--- src/rtl/outport_alloc_pkg.sv ---
// -----------------------------------------------------------------------------
// outport_alloc_pkg
// Shared NoC definitions for the output-port allocator:
//   - NPORT_DEF       : default number of arbitrated input ports
//   - PORT_*          : input port index constants (inject, W, S, E, N)
//   - state_e         : allocator lock state encoding
// -----------------------------------------------------------------------------
package outport_alloc_pkg;

   localparam int NPORT_DEF   = 5;

   localparam int PORT_INJECT = 0;
   localparam int PORT_W      = 1;
   localparam int PORT_S      = 2;
   localparam int PORT_E      = 3;
   localparam int PORT_N      = 4;

   typedef enum logic {
      ST_IDLE   = 1'b0,   // no packet owns the output
      ST_LOCKED = 1'b1    // owner holds the output until its tail flit
   } state_e;

endpackage

--- src/rtl/outport_alloc_rr_pick.sv ---
// -----------------------------------------------------------------------------
// rr_pick
// Round-robin picker: scans mask starting at ptr, wrapping N-1 -> 0, and
// reports the first set bit.
//   mask    : candidate requests
//   ptr     : index where the search starts (always < N)
//   win     : one-hot winner (zero when mask is empty)
//   win_idx : binary index of the winner
//   any     : mask has at least one bit set
// -----------------------------------------------------------------------------
module rr_pick #(
   parameter int N  = 5,
   parameter int PW = 3
) (
   input  logic [N-1:0]  mask,
   input  logic [PW-1:0] ptr,
   output logic [N-1:0]  win,
   output logic [PW-1:0] win_idx,
   output logic          any
);

   logic found;
   int   j;

   // NOTE: every signal written here gets a default before the loop so no
   // path leaves it unassigned; that is what keeps this logic latch-free.
   always_comb begin
      win     = '0;
      win_idx = '0;
      found   = 1'b0;
      j       = 0;
      for (int k = 0; k < N; k++) begin
         j = (int'(ptr) + k) % N;
         if (!found && mask[j]) begin
            found      = 1'b1;
            win[j]     = 1'b1;
            win_idx    = PW'(j);
         end
      end
   end

   assign any = |mask;

endmodule

--- src/rtl/outport_alloc.sv ---
// -----------------------------------------------------------------------------
// outport_alloc
// Output-port allocator for one router output. Grants one flit per cycle to
// an eligible input, locks the output to that input for the rest of a
// multi-flit packet, and gives multicast packets priority when unlocked.
//   clk       : clock, all state on rising edge
//   rst_      : synchronous active-high reset
//   port      : packed routed destination per input (field i = [i*PORTW +: PORTW])
//   req       : flit valid per input
//   tail      : current flit of input i ends its packet
//   mcast     : current packet of input i is multicast
//   credit_ok : downstream can take one flit this cycle
//   grt       : one-hot grant, combinational
//   sel       : grt delayed by one cycle (output mux select)
//   busy      : output locked to a packet
//   flit_cnt  : wrapping count of granted flits
// -----------------------------------------------------------------------------
module outport_alloc
   import outport_alloc_pkg::*;
#(
   parameter int NPORT  = NPORT_DEF,
   parameter int PORTW  = 3,
   parameter int PORTID = 0,
   parameter int CNTW   = 16
) (
   input  logic                   clk,
   input  logic                   rst_,
   input  logic [NPORT*PORTW-1:0] port,
   input  logic [NPORT-1:0]       req,
   input  logic [NPORT-1:0]       tail,
   input  logic [NPORT-1:0]       mcast,
   input  logic                   credit_ok,
   output logic [NPORT-1:0]       grt,
   output logic [NPORT-1:0]       sel,
   output logic                   busy,
   output logic [CNTW-1:0]        flit_cnt
);

   localparam int PTRW = (NPORT > 1) ? $clog2(NPORT) : 1;

   state_e            state_q, state_d;
   logic [PTRW-1:0]   owner_q, owner_d;
   logic [PTRW-1:0]   ptr_q,   ptr_d;
   logic [NPORT-1:0]  sel_q,   sel_d;
   logic [CNTW-1:0]   cnt_q,   cnt_d;

   logic [NPORT-1:0]  elig;
   logic [NPORT-1:0]  mc_elig;
   logic [NPORT-1:0]  pick_mask;
   logic [NPORT-1:0]  pick_win;
   logic [PTRW-1:0]   pick_idx;
   logic              pick_any;
   logic [NPORT-1:0]  owner_oh;

   function automatic logic [PTRW-1:0] inc_wrap(input logic [PTRW-1:0] v);
      if (int'(v) >= NPORT - 1) return '0;
      return v + 1'b1;
   endfunction

   always_comb begin
      elig = '0;
      for (int i = 0; i < NPORT; i++) begin
         elig[i] = req[i] && (port[i*PORTW +: PORTW] == PORTW'(PORTID));
      end
   end

   // Multicast requests shadow unicast ones when the output is free.
   assign mc_elig   = elig & mcast;
   assign pick_mask = (|mc_elig) ? mc_elig : elig;
   assign owner_oh  = {{(NPORT-1){1'b0}}, 1'b1} << owner_q;

   rr_pick #(.N(NPORT), .PW(PTRW)) u_rr_pick (
      .mask    (pick_mask),
      .ptr     (ptr_q),
      .win     (pick_win),
      .win_idx (pick_idx),
      .any     (pick_any)
   );

   always_comb begin
      grt     = '0;
      state_d = state_q;
      owner_d = owner_q;
      ptr_d   = ptr_q;

      // With no credit the lock state is frozen, including a pending release.
      if (credit_ok) begin
         unique case (state_q)
            ST_IDLE: begin
               if (pick_any) begin
                  grt   = pick_win;
                  ptr_d = inc_wrap(pick_idx);
                  if (!tail[pick_idx]) begin
                     state_d = ST_LOCKED;
                     owner_d = pick_idx;
                  end
               end
            end
            ST_LOCKED: begin
               if (elig[owner_q]) begin
                  grt = owner_oh;
                  if (tail[owner_q]) state_d = ST_IDLE;
               end else begin
                  // Owner withdrew or rerouted: drop the lock without a grant.
                  state_d = ST_IDLE;
               end
               if (state_d == ST_IDLE) ptr_d = inc_wrap(owner_q);
            end
            default: state_d = ST_IDLE;
         endcase
      end

      if (rst_) grt = '0;

      sel_d = grt;
      cnt_d = cnt_q + {{(CNTW-1){1'b0}}, |grt};
   end

   // NOTE: state registers use non-blocking assignments so every flop samples
   // its _d value from before this edge, independent of statement order.
   always_ff @(posedge clk) begin
      if (rst_) begin
         state_q <= ST_IDLE;
         owner_q <= '0;
         ptr_q   <= '0;
         sel_q   <= '0;
         cnt_q   <= '0;
      end else begin
         state_q <= state_d;
         owner_q <= owner_d;
         ptr_q   <= ptr_d;
         sel_q   <= sel_d;
         cnt_q   <= cnt_d;
      end
   end

   assign sel      = sel_q;
   assign busy     = (state_q == ST_LOCKED);
   assign flit_cnt = cnt_q;

   a_grt_onehot0: assert property (@(posedge clk) $onehot0(grt));

endmodule
--- config.mk ---
export PLATFORM = sky130hd
export DESIGN_NAME = outport_alloc
export DESIGN_NICKNAME = d
export VERILOG_FILES = /design/src/rtl/outport_alloc_pkg.sv /design/src/rtl/outport_alloc_rr_pick.sv /design/src/rtl/outport_alloc.sv
export SDC_FILE = /design/constraint.sdc
export NUM_CORES = 1
export LEC_CHECK = 0
export BUFFER_PORTS_ARGS = -buffer_cell sky130_fd_sc_hd__buf_2
export CORE_MARGIN = 1.5
export CORE_UTILIZATION = 45
export CTS_BUF_LIST = sky130_fd_sc_hd__clkbuf_16
export DETAILED_ROUTE_END_ITERATION = 10
export GPL_ROUTABILITY_DRIVEN = 1
export GPL_TIMING_DRIVEN = 0
export PLACE_DENSITY = 0.68
export SETUP_SLACK_MARGIN = 0.3
export SLEW_MARGIN = 20
export SYNTH_ARGS = -nofsm -noshare
export SYNTH_HDL_FRONTEND = slang
export SYNTH_SLANG_ARGS = --single-unit
export TNS_END_PERCENT = 100
--- constraint.sdc ---
create_clock -name clk -period 5.45 [get_ports clk]
set_input_delay 0 -clock clk [delete_from_list [all_inputs] [get_ports clk]]
set_output_delay 0 -clock clk [all_outputs]
set_load 0.02 [all_outputs]
==> metrics.log, run 1 <==
INFO  metric unrepaired_setup_endpoints_after_global_routing = yes
INFO  metric hold_path.startpoint = credit_ok
INFO  metric drt_first_iter_violations = 475
INFO  metric syn_inst = 543
INFO  metric critPathCaptureType = flip-flop
INFO  metric synth_warnings = 0
INFO  metric pwr-share-clk = 0.080
INFO  metric synth_top_area_share = 0.1345
INFO  metric seq_power_share = 0.089
INFO  metric placed_area = 4826 um2
INFO  metric die-width = 99.24 um
INFO  metric setup.reg_to_reg.worst_slack = 0.12 ns
INFO  metric routed_via_density = 6.508
INFO  metric cp.arrival = 5.46 ns
INFO  metric top_layer_used = met4
INFO  metric core_region_area = 8848 um2
INFO  metric pwr_density_cell = 468.7 nW/um2
INFO  metric routed-wl-met2 = 6826 um
INFO  metric layout_setup_ws = 0.1209 ns
INFO  metric timing.critical_path.fanout_max = 7
INFO  metric postSynthRegisterBits = 28
INFO  metric grt_pass1_vias = 4725
INFO  metric syn-cell-area = 4168 um2
INFO  metric std_cell_rows = 34
INFO  metric tightest_slew = 0.7757 ns
INFO  metric ant_nets = 0
INFO  metric dp_hpwl = 10670 um
INFO  metric antennaDiodeCount = 0
INFO  metric synth-async-reset-ratio = 0
INFO  metric startpoint_type = flip-flop
INFO  metric layout_overhead_on_the_synthesized_area = 39.00%
INFO  metric routedLengthMet1 = 6173 um
INFO  metric start_of_the_worst_register_to_register_path = ptr_q[0]
INFO  metric final_std_cell_area_no_fill = 5793 um2
INFO  metric p_comb_frac = 0.831
INFO  metric grt_max_degree = 17
INFO  metric first_pass_iteration_count_of_the_detailed_router = 5
INFO  metric wire_per_inst = 19.39 um
INFO  metric detail_route.drc_violations = 0
INFO  metric count_of_endpoints_failing_hold_in_the_final_timing_report = 0
INFO  metric holdPathStages = 3
INFO  metric grt_first_pass_wirelength = 22850 um
INFO  metric final_gp_congestion = 0.9914
INFO  metric finish.net_count = 725
INFO  metric power_switching_share = 0.5061
INFO  metric global_route.overflow_total = 0
INFO  metric ys_seq_area_frac = 0.1345
INFO  metric worstHoldEndpoint = busy
INFO  metric dr_total_vias = 4979
INFO  metric cts_buffer_depth = 2
INFO  metric power_switching = 0.001374 W
INFO  metric final-max-slew-violation-count = 0
INFO  metric cp.required = 5.59 ns
INFO  metric post_synthesis_cell_type_count = 96
INFO  metric clock-root-buffer = clkbuf_16
INFO  metric ys_dominant_reg_cell = dfxtp_1
INFO  metric maxSlewHeadroom = 0.4815
INFO  metric fin_tns_setup = 0 ns
INFO  metric layout_min_cycle_time = 5.329 ns
INFO  metric grt.total_usage = 0.2846
INFO  metric io_pins = 60
INFO  metric die_h = 99.24 um
INFO  metric synthesis.area_per_instance = 7.675 um2
INFO  metric route.met3.wl = 1233 um
INFO  metric cts_made_buffers = 3
INFO  metric ff2ff_path_depth = 26
INFO  metric r2r-end = flit_cnt[12]
INFO  metric synth_top_area_cell = dfxtp_1
INFO  metric grt_antenna_before_repair = 0
INFO  metric layout_worst_path_cycle_share = 0.9778
INFO  metric hold_slack = 0.06891 ns
INFO  metric power.ir.vdd_worst = 0.0003825 V
INFO  metric detailedPlace.worstSlack = -0.5960 ns
INFO  metric cts_tree = done
INFO  metric post_route_cells_drive_above_1_share = 0.3851
INFO  metric final-setup-viol-count = 0
INFO  metric hold_path.class = in -> reg
INFO  metric fmaxAchievable = 187.7 MHz
INFO  metric max_cap_viol_count = 0
INFO  metric skew = 0.001731 ns
INFO  metric synth-edff-count = 0
INFO  metric htree_levels = 1
INFO  metric floorplan.initialDensity = 0.4710
INFO  metric worst-setup-path-type = reg -> reg
INFO  metric status = finished, final reports clean
INFO  metric finalWirelength = 14830 um
INFO  metric power_leakage = 2.248 nW
INFO  metric post-route-util = 0.6547
INFO  metric numPortBuffers = 59
INFO  metric synthesis.nets = 610
INFO  metric p_int = 0.001341 W
INFO  metric synth_area_leaders = dfxtp_1, ha_1, nand2_1
INFO  metric clk_pin_slew_worst_paths = 0.07 ns
INFO  metric clk_latency = 0.26 ns
INFO  metric design.die.area = 9848 um2
INFO  metric clock_sink_count = 28
power groups by stage:
stage | logic [W] | registers, W | clock network (W)
2_1_floorplan | 0.00132 | 0.000252 | 0
3_3_place_gp | 0.00167 | 0.000250 | 0
3_5_place_dp | 0.00168 | 0.000251 | 0
4_1_cts | 0.00201 | 0.000242 | 0.000223
5_1_grt | 0.00239 | 0.000244 | 0.000228
6_report | 0.00226 | 0.000242 | 0.000217
cell usage in the layout (no fill, tap or decap), types with 9 or more instances in the layout:
master    Yosys  layout
nand2_1      53      51
dfxtp_1      28      25
nand3_1      22      14
or3_1        10       9
nand2b_1      9       9
a21oi_1      24      20
o21ai_0      20      17
inv_1        27      21
buf_2         5      60
ha_1         34      21
nor3_1       15      12
a211oi_1     14      11
xor2_1       13      11
buf_4         3      52
ha_4          0      11
a31oi_1      10      10
nor2_1       46      44
flip-flops by register name (all words and copies together) (netlist names):
| name | count |
|---|---|
| ptr_q | 3 |
| owner_q | 3 |
| sel | 5 |
| busy | 1 |
| flit_cnt | 16 |
metal layers:
layer | track usage | up-vias
li1 | - | 2316
met1 | 0.3580 | 2332
met2 | 0.4747 | 279
met3 | 0.06676 | 52
met4 | 0.1051 | 0
met5 | 0 | -
through the flow:
| step | total power, W | instances |
|---|---|---|
| 6_report | 0.002715 | 765 |
| 5_1_grt | 0.002862 | 765 |
| 3_3_place_gp | 0.001916 | 710 |
| 2_1_floorplan | 0.001568 | 543 |
| 3_5_place_dp | 0.001935 | 710 |
| 4_1_cts | 0.002479 | 752 |
critical path, stage by stage (launching register included):
cell,delay [ns]
dfxtp_4,0.39
buf_12,0.13
inv_16,0.04
ha_4,0.16
clkbuf_16,0.14
a21oi_4,0.21
xnor2_4,0.11
ha_4,0.19
mux2i_4,0.16
mux2i_2,0.11
or4_4,0.54
and2_4,0.19
buf_8,0.12
mux2i_4,0.18
a211oi_4,0.35
nor2_4,0.07
nand4_1,0.21
nor3_2,0.09
a311oi_2,0.31
a211oi_2,0.08
or4b_4,0.60
ha_4,0.19
ha_4,0.15
buf_8,0.13
nand4_1,0.10
xor2_1,0.16
nor2_1,0.06
kinds of logic (layout without fill, tap and decap cells):
logic type | Yosys count | in the layout | synth area share
buf+inv | 55 | 169 | 0.05374
flops | 28 | 28 | 0.1345
simple gates | 220 | 220 | 0.2897
fa+ha+maj | 34 | 34 | 0.1021
mux | 17 | 17 | 0.04563
xor+xnor | 22 | 22 | 0.04623
compound gates | 167 | 167 | 0.3281
worst max path at each step:
stage | startpoint | cells past startpoint | slack [ns] | endpoint
finish | ptr_q[0] | 26 | 0.12 | flit_cnt[12]
global route | ptr_q[2] | 23 | -0.05 | flit_cnt[13]
CTS | ptr_q[0] | 26 | 0.21 | flit_cnt[13]
detailed placement | ptr_q[0] | 26 | -0.60 | flit_cnt[11]
global placement | ptr_q[0] | 26 | -0.54 | flit_cnt[13]
floorplan | ptr_q[0] | 27 | 0.17 | flit_cnt[13]
Yosys cell counts, types with 4 or more instances:
cell type and number:
or3_1 10, mux2i_1 13, nand2_1 53, a221oi_1 7, nor2b_1 8, o21ai_1 4, nor2_1 46, and3_1 9
clkbuf_1 15, o21ai_0 20, nand2b_1 9, dfxtp_1 28, ha_1 34, a21oi_1 24, a31oi_1 10, buf_2 5
o31ai_1 4, a311oi_1 4, nand4_1 5, nor4_1 8, a211oi_1 14, nor4b_2 4, xnor2_1 9, a21o_1 4
nor3_1 15, inv_1 27, xor2_1 13, o32ai_1 4, a211o_1 4, nand3_1 22, o221ai_1 5
layout make-up:
class	instances	area (um2)
plain buffers	25	237.7
clock buffers	3	75.07
clock inverters	1	30.03
fillers	736	3055
inverters	30	141.4
multi-input cells	460	3926
flip-flops and latches	28	569.3
well taps	108	135.1
repair buffers	110	678.2
what timing repair did:
item | CTS | global route
endpoints found under the hold margin | 0 | 0
hold buffers | 0 | 0
buffers inserted | 38 | 13
setup endpoints to repair | 19 | 18
resized for setup | 60 | 37
pin swaps | 42 | 22
Power figures use the tool's default switching activity.
==> run 2, diff against run 1 <==
- CORE_MARGIN: 1.5 -> 2
==> run 2 against run 1 <==
  * Critical path depth is 1 higher
  * Final cell count shrank 0.52%
  * Fmax is 1.6% lower
  * Non-clock buffer count down 7
  * Via count is 2.8% lower
  * Critical endpoint is now flit_cnt[2]
  * Worst setup slack got worse by 0.088 ns
  * Critical path type unchanged
  * Largest power group unchanged
  * Final area shrank 2.7%
==> metrics.log, run 2 (same netlist as run 1, synthesis figures left out) <==
INFO  metric worst_setup_path_startpoint = ptr_q[0] (unchanged)
INFO  metric post-place-cells = 713 (was 710)
INFO  metric clock_sink_count = 28 (unchanged)
INFO  metric routed_via_density = 6.363 (was 6.508)
INFO  metric n_fill_cell = 768 (was 736)
INFO  metric power_switching = 0.001321 W (was 0.001374 W)
INFO  metric io_pins = 60 (unchanged)
INFO  metric p_comb_frac = 0.825 (was 0.831)
INFO  metric grt.total_usage = 0.2754 (was 0.2846)
INFO  metric unrepaired_setup_endpoints_after_global_routing = yes (unchanged)
INFO  metric cts_made_buffers = 3 (unchanged)
INFO  metric wire_per_inst = 19.05 um (was 19.39 um)
INFO  metric cts_tree = done (unchanged)
INFO  metric most-common-layout-cells = buf_2, nand2_1, nor2_1, buf_4, dfxtp_1 (was buf_2, buf_4, nand2_1)
INFO  metric hold_path.startpoint = credit_ok (unchanged)
INFO  metric pwr-share-clk = 0.082 (was 0.080)
INFO  metric floorplan.initialDensity = 0.4576 (was 0.4710)
INFO  metric p_int = 0.001308 W (was 0.001341 W)
INFO  metric grt_antenna_before_repair = 0 (unchanged)
INFO  metric startpoint_type = flip-flop (unchanged)
INFO  metric pwr_density_cell = 466.5 nW/um2 (was 468.7 nW/um2)
INFO  metric clk_latency = 0.27 ns (was 0.26 ns)
INFO  metric ant_nets = 0 (unchanged)
INFO  metric largest_register_ffs = 16 (unchanged)
INFO  metric detail_route.drc_violations = 0 (unchanged)
INFO  metric final_gp_congestion = 0.9999 (was 0.9914)
INFO  metric max_cap_viol_count = 0 (unchanged)
INFO  metric layout_overhead_on_the_synthesized_area = 35.24% (was 39.00%)
INFO  metric finish.net_count = 718 (was 725)
INFO  metric die-width = 100.2 um (was 99.24 um)
INFO  metric clk_pin_slew_worst_paths = 0.07 ns (about the same)
INFO  metric grt.met2_usage = 0.4569 (was 0.4747)
INFO  metric global_route.overflow_total = 0 (unchanged)
INFO  metric grt-busiest-layer = met2 (unchanged)
INFO  metric numPortBuffers = 59 (unchanged)
INFO  metric dp_hpwl = 10700 um (was 10670 um)
INFO  metric post_route_cells_drive_above_1_share = 0.3554 (was 0.3851)
INFO  metric layout_min_cycle_time = 5.417 ns (was 5.329 ns)
INFO  metric grtUsageMet3 = 0.01532 (was 0.06676)
INFO  metric met1_usage = 0.3818 (was 0.3580)
INFO  metric antennaDiodeCount = 0 (unchanged)
INFO  metric critPathCaptureType = flip-flop (unchanged)
INFO  metric cts_buffer_depth = 2 (unchanged)
INFO  metric design.die.area = 10050 um2 (was 9848 um2)
INFO  metric dr_total_vias = 4842 (was 4979)
INFO  metric seq_power_share = 0.093 (was 0.089)
INFO  metric worst-setup-path-type = reg -> reg (unchanged)
INFO  metric layout_commonest_cell = buf_2 (unchanged)
INFO  metric grt_first_pass_wirelength = 22470 um (was 22850 um)
INFO  metric hold_path.class = in -> reg (unchanged)
INFO  metric tightest_slew = 0.8471 ns (was 0.7757 ns)
INFO  metric cts-hold-fix-buffers = 0 (unchanged)
INFO  metric cp.required = 5.60 ns (was 5.59 ns)
INFO  metric htree_levels = 1 (unchanged)
INFO  metric post-route-util = 0.6188 (was 0.6547)
INFO  metric final-setup-viol-count = 0 (unchanged)
INFO  metric power.ir.vdd_worst = 0.0003434 V (was 0.0003825 V)
INFO  metric fmaxAchievable = 184.6 MHz (was 187.7 MHz)
INFO  metric finalWirelength = 14500 um (was 14830 um)
INFO  metric stdcell_count = 761 (was 765)
INFO  metric layout_worst_path_cycle_share = 0.9940 (was 0.9778)
INFO  metric die_h = 100.2 um (was 99.24 um)
INFO  metric grt_pass1_vias = 4386 (was 4725)
INFO  metric final-max-slew-violation-count = 0 (unchanged)
INFO  metric clock-root-buffer = clkbuf_16 (unchanged)
INFO  metric cp.arrival = 5.56 ns (was 5.46 ns)
INFO  metric power_leakage = 2.190 nW (was 2.248 nW)
INFO  metric grt_max_degree = 17 (unchanged)
INFO  metric first_pass_iteration_count_of_the_detailed_router = 5 (unchanged)
INFO  metric std_cell_rows = 35 (was 34)
INFO  metric power_switching_share = 0.5025 (was 0.5061)
INFO  metric count_of_endpoints_failing_hold_in_the_final_timing_report = 0 (unchanged)
INFO  metric setup.reg_to_reg.worst_slack = 0.03 ns (was 0.12 ns)
INFO  metric timing.critical_path.fanout_max = 7 (unchanged)
INFO  metric skew = 0.007658 ns (was 0.001731 ns)
INFO  metric status = finished, final reports clean (unchanged)
INFO  metric core_region_area = 9109 um2 (was 8848 um2)
INFO  metric maxSlewHeadroom = 0.4338 (was 0.4815)
INFO  metric start_of_the_worst_register_to_register_path = ptr_q[0] (unchanged)
INFO  metric drt_first_iter_violations = 390 (was 475)
-- run 2: metal layers --
layer	vias up	routed length, um
met5	-	0
met4	0	350
met3	33	969
met2	234	6901
met1	2275	6278
li1	2300	-
-- run 2: path summary, 6_finish.rpt --
path	to	cells after the start
worst max-delay path	flit_cnt[2]	27
worst min-delay path	busy	3
worst max register to register	flit_cnt[2]	27
worst min register to register	flit_cnt[10]	2
-- run 2: power groups by stage --
stage	registers (W)	clock network [W]	logic (W)
5_1_grt	0.000246	0.000228	0.00232
2_1_floorplan	0.000252	0	0.00132
3_3_place_gp	0.000250	0	0.00167
3_5_place_dp	0.000251	0	0.00169
6_report	0.000245	0.000217	0.00217
4_1_cts	0.000243	0.000220	0.00199
-- run 2: critical path, cell delays in order (launching register included) --
cell       delay (ns)
dfxtp_4          0.37
buf_12           0.14
inv_16           0.06
ha_4             0.13
inv_2            0.04
ha_4             0.27
clkbuf_16        0.14
inv_8            0.03
ha_4             0.14
inv_2            0.06
ha_4             0.21
nor2b_4          0.12
o221ai_2         0.09
a32oi_2          0.25
or4b_1           0.50
o32a_1           0.32
and4_4           0.20
and4_4           0.18
and3b_2          0.21
o41a_1           0.41
nor2_1           0.12
or4b_4           0.49
ha_4             0.20
ha_4             0.15
buf_6            0.13
buf_4            0.13
xnor2_1          0.14
nor2_1           0.05
-- run 2: cell type report --
type / instances / area, um2 / share of cell area
clock buffer: 3 / 75.07 / 0.01332
sequential: 28 / 569.3 / 0.1010
multi-input combinational: 460 / 3847 / 0.6826
inverter: 30 / 143.9 / 0.02553
tap: 111 / 138.9 / 0.02464
timing repair buffer: 103 / 625.6 / 0.1110
clock inverter: 1 / 30.03 / 0.005327
buffer: 25 / 206.4 / 0.03663
-- run 2: repair_timing --
item,in CTS,in global routing
pin swaps,27,14
endpoints found under the hold margin,0,0
gates resized for setup,44,27
setup endpoints to repair,19,18
setup buffers,34,10
-- run 2: metrics by stage --
step                TNS (ns)  worst slack, ns  total power, W  hold slack [ns]  instance area [um2]
detailed placement    -6.555          -0.4981        0.001938           0.3230                 4830
floorplan                  0           0.1699        0.001568           0.1980                 4395
global placement      -5.681          -0.4484        0.001915           0.3248                 4830
global route          -1.620          -0.2007        0.002792          0.06661                 5637
finish                     0          0.03289        0.002629          0.04407                 5637
CTS                        0           0.2181        0.002451          0.04486                 5429
==> run 3, diff against run 2 <==
- CELL_PAD_IN_SITES_DETAIL_PLACEMENT: not set -> 0
- CELL_PAD_IN_SITES_GLOBAL_PLACEMENT: not set -> 1
- CORE_UTILIZATION: 45 -> 39
- PLACE_DENSITY: 0.68 -> not set
- PLACE_DENSITY_LB_ADDON: not set -> 0.1
==> run 3 against run 2 <==
  * Die area grew 15%
  * Final area shrank 1.6%
  * First-iteration DRC count shrank 35%
  * Largest power group unchanged
  * Critical path type unchanged
  * Wire length is essentially flat
  * Largest cell class unchanged
  * Total power shrank 3.7%
==> metrics.log, run 3 (same netlist as run 1, synthesis figures left out) <==
INFO  metric cp.required = 5.59 ns (was 5.60 ns)
INFO  metric std_cell_rows = 37 (was 35)
INFO  metric cp.arrival = 5.53 ns (was 5.56 ns)
INFO  metric routed_via_density = 5.949 (was 6.363)
INFO  metric worst-setup-path-type = reg -> reg (unchanged)
INFO  metric die_h = 107.4 um (was 100.2 um)
INFO  metric wire_per_inst = 18.58 um (was 19.05 um)
INFO  metric grt_first_pass_wirelength = 22930 um (was 22470 um)
INFO  metric startpoint_type = flip-flop (unchanged)
INFO  metric clock_sink_count = 28 (unchanged)
INFO  metric clk_pin_slew_worst_paths = 0.07 ns (about the same)
INFO  metric largest_register_ffs = 16 (unchanged)
INFO  metric final-setup-viol-count = 0 (unchanged)
INFO  metric worst_setup_path_startpoint = ptr_q[0] (unchanged)
INFO  metric layout_overhead_on_the_synthesized_area = 33.08% (was 35.24%)
INFO  metric critPathCaptureType = flip-flop (unchanged)
INFO  metric grt_antenna_before_repair = 0 (unchanged)
INFO  metric clock-root-buffer = clkbuf_16 (unchanged)
INFO  metric max_cap_viol_count = 0 (unchanged)
INFO  metric power_leakage = 2.158 nW (was 2.190 nW)
INFO  metric cts_tree = done (unchanged)
INFO  metric maxSlewHeadroom = 0.4434 (was 0.4338)
INFO  metric hold_path.startpoint = credit_ok (unchanged)
INFO  metric global_route.overflow_total = 0 (unchanged)
INFO  metric detail_route.drc_violations = 0 (unchanged)
INFO  metric tightest_slew = 0.8327 ns (was 0.8471 ns)
INFO  metric cts_made_buffers = 3 (unchanged)
INFO  metric cts-hold-fix-buffers = 0 (unchanged)
INFO  metric final-max-slew-violation-count = 0 (unchanged)
INFO  metric post-route-util = 0.5349 (was 0.6188)
INFO  metric numPortBuffers = 59 (unchanged)
INFO  metric core_region_area = 10370 um2 (was 9109 um2)
INFO  metric floorplan.initialDensity = 0.4019 (was 0.4576)
INFO  metric finish.net_count = 713 (was 718)
INFO  metric post-place-cells = 738 (was 713)
INFO  metric finalWirelength = 14510 um (was 14500 um)
INFO  metric grt_max_degree = 17 (unchanged)
INFO  metric pwr_density_cell = 456.4 nW/um2 (was 466.5 nW/um2)
INFO  metric dr_total_vias = 4646 (was 4842)
INFO  metric skew = 0.006524 ns (was 0.007658 ns)
INFO  metric grt.total_usage = 0.2496 (was 0.2754)
INFO  metric die-width = 107.4 um (was 100.2 um)
INFO  metric dp_hpwl = 11340 um (was 10700 um)
INFO  metric timing.critical_path.fanout_max = 7 (unchanged)
INFO  metric most-common-layout-cells = buf_2, nand2_1, nor2_1 (was buf_2, nand2_1, nor2_1, buf_4, dfxtp_1)
INFO  metric layout_commonest_cell = buf_2 (unchanged)
INFO  metric grt_pass1_vias = 4392 (was 4386)
INFO  metric ant_nets = 0 (unchanged)
INFO  metric placed_area = 4861 um2 (was 4830 um2)
INFO  metric start_of_the_worst_register_to_register_path = ptr_q[0] (unchanged)
INFO  metric fmaxAchievable = 185.4 MHz (was 184.6 MHz)
INFO  metric fin_tns_setup = 0 ns (unchanged)
INFO  metric htree_levels = 1 (unchanged)
INFO  metric stdcell_count = 781 (was 761)
INFO  metric final_std_cell_area_no_fill = 5547 um2 (was 5637 um2)
INFO  metric status = finished, final reports clean (unchanged)
INFO  metric final_gp_congestion = 1.008 (was 0.9999)
INFO  metric post_route_cells_drive_above_1_share = 0.3364 (was 0.3554)
INFO  metric cts_buffer_depth = 2 (unchanged)
INFO  metric drt_first_iter_violations = 254 (was 390)
INFO  metric count_of_endpoints_failing_hold_in_the_final_timing_report = 0 (unchanged)
INFO  metric antennaDiodeCount = 0 (unchanged)
INFO  metric layout_worst_path_cycle_share = 0.9894 (was 0.9940)
INFO  metric power.ir.vdd_worst = 0.0002307 V (was 0.0003434 V)
INFO  metric unrepaired_setup_endpoints_after_global_routing = yes (unchanged)
INFO  metric layout_min_cycle_time = 5.392 ns (was 5.417 ns)
INFO  metric hold_path.class = in -> reg (unchanged)
INFO  metric io_pins = 60 (unchanged)
INFO  metric clk_latency = 0.26 ns (was 0.27 ns)
INFO  metric design.die.area = 11530 um2 (was 10050 um2)
INFO  metric first_pass_iteration_count_of_the_detailed_router = 5 (unchanged)
## run 3: what timing repair did
item / in CTS / in global routing
buffers inserted: 25 / 14
resized for setup: 46 / 9
pin swaps: 30 / 19
endpoints found under the setup margin: 19 / 18
## run 3: where the power goes
group | internal [W] | total, W | switching [W]
clock | 0.000146 | 0.000214 | 0.0000678
combinational | 0.000866 | 0.00207 | 0.00121
sequential | 0.000222 | 0.000244 | 0.0000217
## run 3: routing by layer
metal	part of all wire	vias to the layer above	routed length, um	track usage
met3	0.057	22	829	0.03632
met2	0.46	156	6735	0.4168
met5	0	-	0	0
met4	0.022	0	314	0.06044
met1	0.46	2192	6632	0.3384
li1	-	2276	-	-
## run 3: path summary, 6_finish.rpt
path / endpoint / slack (ns) / depth (start not counted)
setup reg to reg: flit_cnt[13] / 0.06 / 27
hold reg to reg: flit_cnt[10] / 0.50 / 2
setup / recovery: flit_cnt[13] / 0.06 / 27
hold / removal: busy / 0.06 / 3
## run 3: area by class of cell
class                      instances  area, um2
fill                            1002       4823
multi-input combinational        460       3769
timing repair buffer              98      588.1
sequential                        28      569.3
buffer                            25      205.2
tap                              136      170.2
inverter                          30      140.1
clock buffer                       3      75.07
clock inverter                     1      30.03
## run 3: worst max-delay path, stage by stage (launching register included)
cell and delay [ns]:
dfxtp_4 0.38, buf_12 0.14, inv_12 0.06, ha_4 0.13, inv_2 0.04, ha_4 0.27
clkbuf_16 0.13, inv_8 0.03, ha_4 0.15, inv_4 0.05, ha_4 0.20, nor2b_4 0.11
o221ai_2 0.09, a32oi_2 0.29, or4b_4 0.50, o32a_1 0.32, and4_4 0.22, and4_4 0.18
and3b_1 0.19, o41a_1 0.41, nor2_1 0.10, or4b_4 0.48, ha_4 0.19, and3_4 0.14
clkbuf_8 0.15, nand4_1 0.10, xor2_1 0.15, nor2_1 0.05
## run 3: metrics by stage
step	hold slack (ns)	setup WS (ns)	power, W
floorplan	0.1980	0.1699	0.001568
global placement	0.3300	-0.5679	0.001963
detailed placement	0.3371	-0.5366	0.001979
CTS	0.06100	0.1367	0.002427
global route	0.07874	-0.1514	0.002714
finish	0.05843	0.05754	0.002531
